## config.mk

```make
export PLATFORM = sky130hd
export DESIGN_NAME = tpiu_frame_decoder
export DESIGN_NICKNAME = d
export VERILOG_FILES = /design/src/rtl/tpiu_frame_decoder.sv
export SDC_FILE = /design/constraint.sdc
export NUM_CORES = 1
export LEC_CHECK = 0
export ABC_CLOCK_PERIOD_IN_PS = 15800
export BUFFER_PORTS_ARGS = -buffer_cell sky130_fd_sc_hd__buf_2
export CORE_MARGIN = 2
export CORE_UTILIZATION = 50
export DETAILED_ROUTE_END_ITERATION = 6
export GPL_TIMING_DRIVEN = 0
export PLACE_DENSITY_LB_ADDON = 0.2
export SLEW_MARGIN = 0
export SYNTH_ARGS = -nofsm -noshare
export SYNTH_HDL_FRONTEND = slang
export SYNTH_SLANG_ARGS = --single-unit
```

## constraint.sdc

```tcl
create_clock -name clk -period 15.8 [get_ports clk]
set_clock_uncertainty 0.2 [all_clocks]
set_input_delay 1.58 -clock clk [delete_from_list [all_inputs] [get_ports clk]]
set_output_delay 1.58 -clock clk [all_outputs]
set_load 0.02 [all_outputs]
```

## src/rtl/tpiu_frame_decoder.sv

```systemverilog
// TPIU frame decoder: captures 16-byte trace frames handed over by the trace-clock side
// and unpacks them into a registered valid/ready stream of (stream ID, byte) pairs.
module tpiu_frame_decoder #(
  parameter int SYNC_STAGES = 2,
  parameter bit DROP_NULL   = 1'b1
) (
  input  logic         clk,
  input  logic         rst,
  input  logic [127:0] Packet,
  input  logic         PkAvail,
  output logic         PkAck,
  input  logic         sync,
  output logic         out_valid,
  input  logic         out_ready,
  output logic [6:0]   out_id,
  output logic [7:0]   out_data,
  output logic         busy
);

  typedef enum logic [1:0] {
    IDLE  = 2'd0,
    EMIT  = 2'd1,
    DRAIN = 2'd2
  } state_t;

  // Cross-domain inputs.
  logic [SYNC_STAGES-1:0] avail_sync_q;
  logic [SYNC_STAGES-1:0] insync_sync_q;
  logic                   avail_prev_q;
  logic                   pending_q;
  logic                   avail_s;
  logic                   insync_s;
  logic                   avail_rise;

  // Frame walk state and registered outputs.
  state_t       state_q;
  logic [127:0] frame_q;
  logic [3:0]   slot_q;
  logic [6:0]   cur_id_q;
  logic [6:0]   defer_id_q;
  logic         defer_vld_q;
  logic         ack_q;
  logic         busy_q;
  logic         out_valid_q;
  logic [6:0]   out_id_q;
  logic [7:0]   out_data_q;

  // Slot decode.
  logic [7:0] slot_byte;
  logic [2:0] slot_k;
  logic       slot_aux;
  logic       slot_odd;
  logic       id_emit_ok;
  logic       slot_emits;
  logic [7:0] emit_data;
  logic       advance;

  assign avail_s    = avail_sync_q[SYNC_STAGES-1];
  assign insync_s   = insync_sync_q[SYNC_STAGES-1];
  assign avail_rise = avail_s & ~avail_prev_q;

  // NOTE: sequential state uses non-blocking assignments so every flop samples
  // the pre-edge value of its neighbours regardless of statement order.
  always_ff @(posedge clk or posedge rst) begin
    if (rst) begin
      avail_sync_q  <= '0;
      insync_sync_q <= '0;
      avail_prev_q  <= 1'b0;
      pending_q     <= 1'b0;
    end else begin
      avail_sync_q  <= {avail_sync_q[SYNC_STAGES-2:0], PkAvail};
      insync_sync_q <= {insync_sync_q[SYNC_STAGES-2:0], sync};
      avail_prev_q  <= avail_s;
      // A second edge while one frame is already pending is simply absorbed.
      pending_q     <= avail_rise | (pending_q & (state_q != IDLE));
    end
  end

  // NOTE: every always_comb output gets a default first so no path leaves a
  // value unassigned, which would otherwise infer a latch.
  always_comb begin
    slot_byte  = frame_q[{slot_q, 3'b000} +: 8];
    slot_k     = slot_q[3:1];
    slot_aux   = frame_q[120 + {29'd0, slot_k}];
    slot_odd   = slot_q[0];
    id_emit_ok = !(DROP_NULL && ((cur_id_q == 7'h00) || (cur_id_q == 7'h7F)));
    emit_data  = slot_odd ? slot_byte : {slot_byte[7:1], slot_aux};
    slot_emits = id_emit_ok && (slot_odd || !slot_byte[0]);
    advance    = !out_valid_q || out_ready;
  end

  always_ff @(posedge clk or posedge rst) begin
    if (rst) begin
      state_q     <= IDLE;
      frame_q     <= '0;
      slot_q      <= '0;
      cur_id_q    <= '0;
      defer_id_q  <= '0;
      defer_vld_q <= 1'b0;
      ack_q       <= 1'b0;
      busy_q      <= 1'b0;
      out_valid_q <= 1'b0;
      out_id_q    <= '0;
      out_data_q  <= '0;
    end else begin
      ack_q <= 1'b0;
      case (state_q)
        IDLE: begin
          if (pending_q) begin
            frame_q     <= Packet;
            ack_q       <= 1'b1;
            slot_q      <= '0;
            defer_vld_q <= 1'b0;
            if (insync_s) begin
              busy_q  <= 1'b1;
              state_q <= EMIT;
            end else begin
              cur_id_q <= '0;
            end
          end
        end

        EMIT: begin
          // Nothing moves while a presented byte is still waiting for the consumer.
          if (advance) begin
            out_valid_q <= 1'b0;
            if (slot_emits) begin
              out_valid_q <= 1'b1;
              out_id_q    <= cur_id_q;
              out_data_q  <= emit_data;
            end
            if (slot_odd) begin
              if (defer_vld_q) begin
                cur_id_q    <= defer_id_q;
                defer_vld_q <= 1'b0;
              end
            end else if (slot_byte[0]) begin
              if (!slot_aux || (slot_k == 3'd7)) begin
                cur_id_q <= slot_byte[7:1];
              end else begin
                defer_id_q  <= slot_byte[7:1];
                defer_vld_q <= 1'b1;
              end
            end
            if (slot_q == 4'd14) begin
              if (slot_emits) begin
                state_q <= DRAIN;
              end else begin
                busy_q  <= 1'b0;
                state_q <= IDLE;
              end
            end else begin
              slot_q <= slot_q + 4'd1;
            end
          end
        end

        DRAIN: begin
          if (out_ready) begin
            out_valid_q <= 1'b0;
            busy_q      <= 1'b0;
            state_q     <= IDLE;
          end
        end

        default: state_q <= IDLE;
      endcase
    end
  end

  assign PkAck     = ack_q;
  assign busy      = busy_q;
  assign out_valid = out_valid_q;
  assign out_id    = out_id_q;
  assign out_data  = out_data_q;

endmodule
```

==> metrics.cfg <==
[final_layout]
instances_no_fill=914
fin_nets=827
synthToLayoutAreaGrowth_pct=20.7
fin_util=0.622
fillers=1229
layout-drive-gt1-share=0.547
mostFrequentLayoutCells=dfrtp_1, buf_2, mux2_2
final_common_cell=dfrtp_1

[placement]
dp_hpwl_um=13900
numPortBuffers=150
gp_congestion=0.831
place_ws_ns=12.10
dp.cells=880

[die]
die_area_um2=16800
initial_utilization=0.515
core-area_um2=15300
rows=45
io_pins=151
dieWidth_um=130
fp.dieH_um=130

[synth]
avgSynthCellArea_um2=15.2
syn_inst=518
synthFlopType=dfrtp_1
synth_nets=657
seq_area_frac_synth=0.549
synth_edf_count=0
synth_cell_type_count=42
synth_seq_cells=173
yosysWarningCount=0
async_flop_share=1.00
netlist_area_um2=7890

[timing]
tightest_slew_ns=0.810
period_needed_ns=3.30
hold_slack_ns=0.148
finalSetupTns_ns=0
final-max-slew-violation-count=0
layout_setup_ws_ns=12.50
finalHoldViolCount=0
relSlewSlack=0.460
setup_viol=0
fmax_mhz=303
rsz0062_at_grt=no
period_share=0.209

[critical_path]
max_stage_delay_ns=0.69
start_kind=input pin
critPathKind=in2reg
critPathRequiredTime_ns=15.96
cpMaxStageDelayCell=a2111oi_2
cp_num_buf_inv=2
path_max_fanout=8
end_kind=register
path_cells=buf_2, and3b_1, a2111oi_2, or3b_1, clkbuf_1, nor2_1, a221o_1
path_delay_family=compound AO/OA/AOI/OAI gates
arrival_ns=3.46

[clock_tree]
cts_setup_buffers=0
cts_buffers=17
ctsHoldBuffers=0
cts.sinks=173
clkSlewWorstSetupHoldPaths_ns=0.06
cts_root_buf=clkbuf_16
insertion_delay_ns=0.43
cts_tree=yes
cts_resized=0
cts_htree_levels=4
cts.path.max_buffers=2

[pwr]
clock_power_share=0.201
combPwrFrac=0.425
ir_worst_vdd_v=0.000111
switchingPower_uw=697
p_int_mw=1.39
switching_share=0.335
pwr_density_cell_nw_per_um2=219
pwr-share-seq=0.374
cellLeakagePower_nw=4.28

[drt]
vias=5030
drc=0
drt_first_pass_iters=7
routedWlPerCell_um=20.6
ant_nets=0
drt-total-wl_um=18800
vias_per_cell=5.50
first_iter_violations=181

[grt]
grt_pass1_vias=5435
antenna_found_initial=3
grt_pass1_wl_um=29600
grt_overflow=0
grt_max_degree=93
gr-usage-all-layers=0.239

[status]
status=finished clean

[run]
drv_cap=0

[worst_hold_path]
worstHoldPathType=reg2reg

layer usage:
metal / routed length (um) / global-route usage / up-vias
li1: - / - / 2266
met4: 263 / 0.0841 / 2
met3: 863 / 0.0541 / 22
met2: 9560 / 0.395 / 127
met1: 8120 / 0.313 / 2613
met5: 13 / 0 / -
path summary, 6_finish.rpt:
| kind | start | endpoint | slack (ns) | cells after the start |
|---|---|---|---|---|
| worst min register to register | insync_sync_q[0] | insync_sync_q[1] | 0.15 | 0 |
| worst min-delay path | insync_sync_q[0] | insync_sync_q[1] | 0.15 | 0 |
| worst max register to register | state_q[1] | frame_q[89] | 12.74 | 7 |
| max in group asynchronous | rst | frame_q[32] | 13.53 | 3 |
| worst max-delay path | out_ready | cur_id_q[0] | 12.50 | 7 |
| min in group asynchronous | rst | frame_q[11] | 1.03 | 2 |
worst register-to-register path, cell delays in order, from the launching register on:
cell      delay [ns]
dfrtp_1         0.42
inv_1           0.10
ha_1            0.32
nand2_1         0.24
inv_1           0.15
clkbuf_1        0.50
clkbuf_1        0.60
mux2_2          0.41
sequential cells by signal (all words and copies together) (netlist names):
register	count
slot_q	4
PkAck	1
out_id	7
avail_sync_q	2
state_q	2
defer_id_q	7
avail_prev_q	1
out_data	8
cur_id_q	7
frame_q	128
out_valid	1
busy	1
defer_vld_q	1
pending_q	1
insync_sync_q	2
logic make-up after synthesis:
| kind of cell | synth area share |
|---|---|
| multiplexers | 0.340 |
| flip-flops | 0.549 |
| AND/OR/NAND/NOR | 0.0369 |
| buffers and inverters | 0.0255 |
| AO/OA/AOI/OAI | 0.0369 |
| adder cells (fa/ha/maj) | 0.00951 |
| XOR/XNOR | 0.00222 |
Yosys cell counts (2+ instances only):
cell,n,share of area
dfrtp_1,173,0.55
mux2_2,140,0.20
mux4_2,33,0.094
clkbuf_1,20,0.0095
mux2_4,17,0.032
nor2_1,13,0.0062
a21oi_1,12,0.0076
inv_1,11,0.0052
mux2i_1,11,0.014
and3_1,9,0.0071
nand2_1,9,0.0043
a221o_1,8,0.010
o22ai_1,8,0.0063
ha_1,6,0.0095
o21ai_0,6,0.0038
buf_2,5,0.0032
buf_6,4,0.0057
nand2b_1,3,0.0024
nor3_1,3,0.0019
a211oi_1,2,0.0019
a21oi_2,2,0.0022
buf_1,2,0.00095
nor2b_1,2,0.0016
final cells by class:
cell class | count | area, um2 | share of cell area
Antenna cell | 3 | 7.51 | 0.000788
Timing Repair Buffer | 151 | 778 | 0.0817
Clock buffer | 24 | 462 | 0.0485
Tap cell | 211 | 264 | 0.0277
Clock inverter | 7 | 114 | 0.0120
Buffer | 32 | 160 | 0.0168
Sequential cell | 173 | 4330 | 0.455
Multi-Input combinational cell | 302 | 3360 | 0.353
Inverter | 11 | 48.8 | 0.00512
through the flow:
stage | total power, mW | instance area, um2
finish | 2.08 | 9520
global route | 2.20 | 9520
CTS | 2.09 | 9520
detailed placement | 1.68 | 8940
global placement | 1.63 | 8910
floorplan | 1.42 | 7890
power by group through the flow:
| stage | clock (mW) | combinational [mW] | sequential (mW) |
|---|---|---|---|
| 2_1_floorplan | 0 | 0.651 | 0.772 |
| 3_3_place_gp | 0 | 0.865 | 0.770 |
| 3_5_place_dp | 0 | 0.889 | 0.787 |
| 4_1_cts | 0.422 | 0.892 | 0.780 |
| 5_1_grt | 0.440 | 0.957 | 0.806 |
| 6_report | 0.418 | 0.886 | 0.779 |
Power figures use the tool's default switching activity.
